$ cat src/rtl/timer_irq_source.sv
// Memory-mapped count-down timer for the bridge; drives one HWInt bit.
// CTRL/PRESET are written over the bus, COUNT runs through IDLE/LOAD/CNT/INT.
module timer_irq_source #(
    parameter logic [31:0] PRESET_RST = 32'h0000_0000
) (
    input  logic        clk,
    input  logic        reset,
    input  logic [29:0] Addr,
    input  logic        WE,
    input  logic [31:0] Din,
    output logic [31:0] Dout,
    output logic        IRQ
);

    localparam int unsigned DW = 32;

    localparam logic [1:0] SEL_CTRL   = 2'd0;
    localparam logic [1:0] SEL_PRESET = 2'd1;
    localparam logic [1:0] SEL_COUNT  = 2'd2;
    localparam logic [1:0] MODE_RELOAD = 2'b01;

    typedef enum logic [1:0] {
        S_IDLE = 2'd0,
        S_LOAD = 2'd1,
        S_CNT  = 2'd2,
        S_INT  = 2'd3
    } state_t;

    state_t          r_state;
    logic            r_en;
    logic [1:0]      r_mode;
    logic            r_im;
    logic [DW-1:0]   r_preset;
    logic [DW-1:0]   r_count;
    logic            r_irq_flag;
    logic            r_pulse_clr;

    logic [1:0]      w_sel;
    logic            w_wr_ctrl;
    logic            w_wr_preset;
    logic [DW-1:0]   w_load_val;
    logic            w_unused_addr;

    assign w_sel         = Addr[1:0];
    assign w_wr_ctrl     = WE && (w_sel == SEL_CTRL);
    assign w_wr_preset   = WE && (w_sel == SEL_PRESET);
    assign w_unused_addr = ^Addr[29:2];

    // A PRESET write sharing the edge with LOAD is the value that gets loaded.
    assign w_load_val = w_wr_preset ? Din : r_preset;

    // Timer FSM and bus register file; bus writes are applied last so they win.
    always_ff @(posedge clk) begin
        if (reset) begin
            r_state     <= S_IDLE;
            r_en        <= 1'b0;
            r_mode      <= 2'b00;
            r_im        <= 1'b0;
            r_preset    <= PRESET_RST;
            r_count     <= '0;
            r_irq_flag  <= 1'b0;
            r_pulse_clr <= 1'b0;
        end else begin
            r_pulse_clr <= 1'b0;
            if (r_pulse_clr) begin
                r_irq_flag <= 1'b0;
            end

            case (r_state)
                S_IDLE: begin
                    if (r_en) begin
                        r_state <= S_LOAD;
                    end
                end
                S_LOAD: begin
                    if (!r_en) begin
                        r_state <= S_IDLE;
                    end else begin
                        r_count <= w_load_val;
                        r_state <= S_CNT;
                    end
                end
                S_CNT: begin
                    if (!r_en) begin
                        r_state <= S_IDLE;
                    end else if (r_count > DW'(1)) begin
                        r_count <= r_count - DW'(1);
                    end else begin
                        // Reaching 1 or starting at 0 both fire; never wraps below 0.
                        r_count <= '0;
                        r_state <= S_INT;
                    end
                end
                S_INT: begin
                    r_irq_flag <= 1'b1;
                    if (r_mode == MODE_RELOAD) begin
                        r_pulse_clr <= 1'b1;
                        r_state     <= S_LOAD;
                    end else begin
                        r_en    <= 1'b0;
                        r_state <= S_IDLE;
                    end
                end
                default: begin
                    r_state <= S_IDLE;
                end
            endcase

            if (w_wr_ctrl) begin
                r_en       <= Din[0];
                r_mode     <= Din[2:1];
                r_im       <= Din[3];
                r_irq_flag <= 1'b0;
            end
            if (w_wr_preset) begin
                r_preset <= Din;
            end
        end
    end

    // Read mux; unmapped address and upper CTRL bits read as zero.
    always_comb begin
        Dout = '0;
        case (w_sel)
            SEL_CTRL:   Dout = {28'd0, r_im, r_mode, r_en};
            SEL_PRESET: Dout = r_preset;
            SEL_COUNT:  Dout = r_count;
            default:    Dout = '0;
        endcase
    end

    assign IRQ = r_im & r_irq_flag;

endmodule

$ cat config.mk
export PLATFORM = sky130hd
export DESIGN_NAME = timer_irq_source
export DESIGN_NICKNAME = d
export VERILOG_FILES = /design/src/rtl/timer_irq_source.sv
export SDC_FILE = /design/constraint.sdc
export NUM_CORES = 1
export LEC_CHECK = 0
export CELL_PAD_IN_SITES_DETAIL_PLACEMENT = 0
export CELL_PAD_IN_SITES_GLOBAL_PLACEMENT = 1
export CORE_MARGIN = 10
export CORE_UTILIZATION = 39
export CTS_CLUSTER_DIAMETER = 60
export DETAILED_ROUTE_END_ITERATION = 6
export GPL_TIMING_DRIVEN = 1
export PLACE_DENSITY_LB_ADDON = 0.1
export SLEW_MARGIN = 20
export SYNTH_ARGS = -nofsm -noshare
export SYNTH_HDL_FRONTEND = slang
export SYNTH_SLANG_ARGS = --single-unit
$ cat constraint.sdc
create_clock -name clk -period 5.7 [get_ports clk]
set_clock_uncertainty 0.15 [all_clocks]
set_input_delay 1.14 -clock clk [delete_from_list [all_inputs] [get_ports clk]]
set_output_delay 1.14 -clock clk [all_outputs]
set_load 0.1 [all_outputs]
==> results.md, run 1 <==
- Via Count: 3,823
- Worst min-delay path category: reg -> reg
- Top_reg_cell synth: dfxtp_1
- Status: complete, no violations
- Syn Inst Count: 486
- Ratio of cells with drive above 1 in the final layout: 13.94%
- Drt wl/cell: 18.44 microns
- Critical Path Source Type: input pin
- Part of the power in the clock network: 38.1%
- Count leader, synth: nor2_1
- ANT nets after route: 0
- Pre-Repair DR Iteration Count: 4
- Vias per cell: 5.672
- Final Max Slew Viols: 0
- Final nets: 600
- Reg2Reg Depth: 5
- Synth top cells by count: 82 x nor2_1, 72 x dfxtp_1, 39 x a21oi_1
- RSZ-0062 raised after global routing: false
- Ys Warns: 0
- Post-synth cell types: 61
- Initial Util: 39.59%
- Number of remaining DRC errors: 0
- # diodes: 0
- Synth Register Bits: 72
- Vias in the first global route: 3,845
- Die Wd: 121.7 microns
- Chip height: 121.7 microns
- CP max FO: 18
- Initial antenna violation count: 0
- Clock root cell: clkbuf_8
- Row count: 37
- Comb power frac: 11.1%
- Synthesized Nets: 553
- CP Class: in -> out
- Number of synthesized flops with an enable pin: 0
- Setup TNS: 0 ns
- Hold Vio Cnt, Final: 0
- Critical Path Start: Addr[1]
- Total GRT Usage: 16.88%
- Layout area overhead: 20.82%
- Largest area contributor in the netlist: dfxtp_1
- Fraction of registers with async set/reset: 0%
- Slew margin rel.: 33.13%
- Synth top area cells: dfxtp_1 36%, mux2i_1 9.4%, nor2_1 7.6%
- Hold path depth: 2
- Clock tree buffer depth: 2
- Crit path DAT: 3.26 ns
- Avg Cell Area, Syn: 8.298 sq um
- Max Clk Rate: 219.6 MHz
- Clk sinks: 72
- First-pass GRT wire length: 20,480 microns
- Min Tclk post-route: 4.554 ns
- Port-buffer cells: 69
- Switching Share: 26.36%
- Sequential power share: 50.8%
- Finished Core Util: 47.84%
- Leakage: 1.984 nW
- Routability cong.: 0.8062
- Post-synthesis sequential area ratio: 35.74%
- Hpwl dp: 8479 microns
- Part of the cycle the worst path needs: 79.89%
- Worst path required time: 4.41 ns
- R2R Setup Slk: 2.66 ns
- Clk Latency, worst-skew pair: 0.35 ns
- Routed wire length: 12,430 microns
- Power Internal: 749.4 uW
- Largest net degree at the start of global routing: 44
- Total congestion overflow: 0
- PD cells: 208.9 nW/um^2
- Psw: 268.3 uW
- Clock transition at the registers of the reported paths: 0.08 ns
- Maximum VDD drop: 0.08148 mV
- Die Area: 14,810 sq um
- Setup-failing EPs final: 0
- I/O Pins: 98
- Filler instances: 1,034
- Core region area: 10,180 sq um
- Critical Path Sink Type: output port
- Reg2reg start: r_count[4]
- RR Endpoint: r_count[25]
- Htree depth: 3
- Max-cap viol count: 0
- 1st-iter DRT viols: 256
- Measured slew at the worst slew-check pin: 1.001 ns
- Crit path capture: Dout[27]
- Mapped Area: 4033 sq um
- Share of the synthesized area in the top cell type: 35.74%
- CTS tree: done
- Hold-fix buffer count after cts: 0
- CTS Buf Count: 9
- Resized cells post-CTS: 0
- Postcts setup bufs: 0
[stage by stage]
| step | power (mW) | area [sq um] | worst slack, ns | hold slack [ns] | cells |
|---|---|---|---|---|---|
| floorplan | 0.5972 | 4033 | 0.7726 | 0.3031 | 486 |
| global placement | 0.6415 | 4674 | 1.131 | 0.3224 | 657 |
| detailed placement | 0.6432 | 4674 | 1.157 | 0.3274 | 657 |
| CTS | 1.029 | 4858 | 1.134 | 0.3378 | 673 |
| global route | 1.059 | 4872 | 1.032 | 0.3576 | 674 |
| finish | 1.018 | 4872 | 1.146 | 0.3320 | 674 |
[state kept, by name, summed over array words and instances (netlist names)]
name         cells
r_count         32
r_preset        32
r_mode           2
r_state          2
r_en             1
r_im             1
r_irq_flag       1
r_pulse_clr      1
[critical path, cell delays in order]
cell and delay, ns:
clkdlybuf4s50_1 0.74, nor2b_2 0.51, buf_4 0.35, a22o_1 0.20, buf_4 0.30
[cell usage in the layout (no fill, tap or decap), types with 7 or more instances in the layout]
master           count
nand3_1             14
nand2_1             14
nor2_1              81
a21oi_1             39
a31oi_1             16
nand4_1             14
a22o_1              27
clkdlybuf4s50_1     36
mux2i_1             38
inv_1               12
o21ai_0             15
clkbuf_8            12
buf_4               40
nor4_1               7
dfxtp_1             72
nor3_1               9
[power by group through the flow]
stage          Sequential [mW]  Combinational, mW  Clock, mW
2_1_floorplan            0.527             0.0703          0
3_3_place_gp             0.528              0.113          0
3_5_place_dp             0.529              0.114          0
4_1_cts                  0.517              0.115      0.397
5_1_grt                  0.518              0.122      0.418
6_report                 0.517              0.113      0.388
[area by class of cell]
cell class,instances,area (sq um),share of cell area [%]
Multi-Input combinational cell,360,2355,48.33
Sequential cell,72,1441,29.58
Timing Repair Buffer,78,676.9,13.89
Tap cell,136,170.2,3.493
Clock buffer,13,168.9,3.467
Inverter,12,45.04,0.9245
Clock inverter,3,15.01,0.3082
[worst min path at each step]
stage | slack [ns] | start | to
floorplan | 0.30 | r_irq_flag | r_irq_flag
global placement | 0.32 | r_irq_flag | r_irq_flag
finish | 0.33 | r_preset[30] | r_preset[30]
global route | 0.36 | r_preset[30] | r_preset[30]
detailed placement | 0.33 | r_preset[30] | r_preset[30]
CTS | 0.34 | r_preset[30] | r_preset[30]
[cell families after synthesis]
| kind of cell | after synthesis | synth area share (%) |
|---|---|---|
| compound gates | 137 | 24.29 |
| fa+ha+maj | 2 | 0.6204 |
| flops | 72 | 35.74 |
| xor+xnor | 1 | 0.2172 |
| mux | 38 | 9.432 |
| simple gates | 182 | 23.58 |
| buf+inv | 54 | 6.112 |
[layer usage]
metal	up-vias	global-route usage, %	wire length, microns
met5	-	0	0
met4	0	6.334	169
met3	14	3.747	732
met2	100	25.95	5537
met1	1803	22.62	5990
li1	1906	-	-
(Power assumes the default switching activity.)
==> inputs of run 2 (changes only) <==
--- a/config.mk
+++ b/config.mk
@@ -8,7 +8,7 @@
 export CELL_PAD_IN_SITES_DETAIL_PLACEMENT = 0
 export CELL_PAD_IN_SITES_GLOBAL_PLACEMENT = 1
 export CORE_MARGIN = 10
-export CORE_UTILIZATION = 39
+export CORE_UTILIZATION = 37
 export CTS_CLUSTER_DIAMETER = 60
 export DETAILED_ROUTE_END_ITERATION = 6
 export GPL_TIMING_DRIVEN = 1
==> constraint.sdc (replaced) <==
create_clock -name clk -period 4.5 [get_ports clk]
set_clock_uncertainty 0.15 [all_clocks]
set_input_delay 0.9 -clock clk [delete_from_list [all_inputs] [get_ports clk]]
set_output_delay 0.9 -clock clk [all_outputs]
set_load 0.1 [all_outputs]
==> results.md, run 2 (same netlist as run 1, synthesis figures left out) <==
- Post-route cell area: 5314 sq um
- Hold Vio Cnt, Final: 0
- Pre-Repair DR Iteration Count: 4
- Setup WS pre-CTS: 0.7638 ns
- Row count: 38
- Initial Util: 37.53%
- Largest net degree at the start of global routing: 43
- Maximum VDD drop: 0.1551 mV
- Measured slew at the worst slew-check pin: 1.144 ns
- Ratio of cells with drive above 1 in the final layout: 14.13%
- Chip height: 124.4 microns
- CTS Buf Count: 9
- Register Area: 1441 sq um
- Setup WS post-layout: 0.7655 ns
- Comb power frac: 11.3%
- Initial antenna violation count: 0
- CTS tree: done
- Leakage: 2.081 nW
- Worst min-delay path category: reg -> reg
- # diodes: 0
- Die Area: 15,480 sq um
- Number of remaining DRC errors: 0
- First-pass GRT wire length: 21,430 microns
- Clk sinks: 72
- Htree depth: 3
- Filler instances: 1,117
- Total GRT Usage: 16.39%
- Slew margin rel.: 23.45%
- Multi-input logic area: 2355 sq um
- Routed wire length: 12,900 microns
- PD cells: 259.0 nW/um^2
- Port-buffer cells: 69
- Hpwl dp: 8623 microns
- Clock tree buffer depth: 2
- Max Clk Rate: 267.8 MHz
- Critical Path Sink Type: output port
- Area after DPL: 5105 sq um
- Top Registers: r_count (32), r_preset (32)
- Crit path DAT: 2.68 ns
- Clk Latency, worst-skew pair: 0.35 ns
- Post-route insts no fill: 678
- Part of the power in the clock network: 41.1%
- Postcts setup bufs: 0
- Final Max Slew Viols: 0
- Clock root cell: clkbuf_8
- Sequential power share: 47.6%
- Core region area: 10,750 sq um
- Vias in the first global route: 3,969
- Layout area overhead: 31.77%
- 1st-iter DRT viols: 248
- Status: complete, no violations
- Hold-fix buffer count after cts: 0
- RSZ-0062 raised after global routing: false
- Setup TNS: 0 ns
- Part of the cycle the worst path needs: 82.99%
- Leading cell types in the layout, fill and taps excluded: 82 x nor2_1, 72 x dfxtp_1, 39 x a21oi_1, 38 x mux2i_1, 36 x clkdlybuf4s50_1
- Routability cong.: 0.8265
- Die Wd: 124.4 microns
- Drt wl/cell: 19.02 microns
- Switching Share: 25.67%
- Resized cells post-CTS: 0
- Max-cap viol count: 0
- I/O Pins: 98
- Min Tclk post-route: 3.735 ns
- Setup-failing EPs final: 0
- R2R Setup Slk: 1.41 ns
- Vias per cell: 5.727
- Total congestion overflow: 0
- Critical Path Source Type: input pin
- ANT nets after route: 0
- CP max FO: 32
- Via Count: 3,883
- Final nets: 601
- Clock transition at the registers of the reported paths: 0.08 ns
- Placed Cells: 663
- Power Internal: 1.023 mW
- Psw: 353.3 uW
- Worst path required time: 3.45 ns
- CP Class: in -> out
- Most common cell after layout, fill and taps aside: nor2_1
==> run 2: changes by cell type in the layout (fill, tap and decap cells not counted), moves of 2 or more <==
cell        delta
buf_4         -31
clkbuf_8       -3
clkinvlp_4     +2
bufinv_16      +2
buf_12        +32
==> run 2: cell type report <==
cell class,count,area share (%)
clock buffer,9,2.331
clock inverter,6,1.601
inverter,12,0.8477
multi-input combinational,360,44.31
sequential,72,27.12
tap,140,3.296
timing repair buffer,79,20.48
==> run 2: worst max-delay path, cell delays in order <==
cell and delay, ns:
clkdlybuf4s50_1 0.65, nor2b_2 0.23, buf_4 0.40, nand2_1 0.10, o21ai_0 0.16, buf_12 0.22
==> run 2: final timing paths <==
check	startpoint	endpoint	depth (start not counted)
worst max register to register	r_count[4]	r_count[25]	5
worst max-delay path	Addr[0]	Dout[2]	6
worst min register to register	r_irq_flag	r_irq_flag	2
worst min-delay path	r_irq_flag	r_irq_flag	2
==> run 2: metrics by stage <==
stage	hold slack (ns)	util [%]	total power, mW
after CTS	0.3390	49.45	1.394
final	0.3381	49.45	1.376
after floorplan	0.3031	-	0.7564
after global placement	0.3230	47.37	0.8246
after detailed placement	0.3272	47.51	0.8266
after global routing	0.3640	49.45	1.432
==> run 2: per-layer routing <==
metal	GRT usage (%)	vias up	part of all wire, %
met1	21.27	1860	48
li1	-	1906	-
met3	4.085	12	4.2
met2	26.58	105	47
met5	0	-	0
met4	3.701	0	0.98
==> run 2: power by group through the flow <==
stage               combinational [mW]  clock (mW)  sequential, mW
floorplan                       0.0891           0           0.667
global placement                 0.155           0           0.669
detailed placement               0.157           0           0.670
CTS                              0.157       0.582           0.655
global route                     0.168       0.608           0.657
finish                           0.155       0.566           0.655
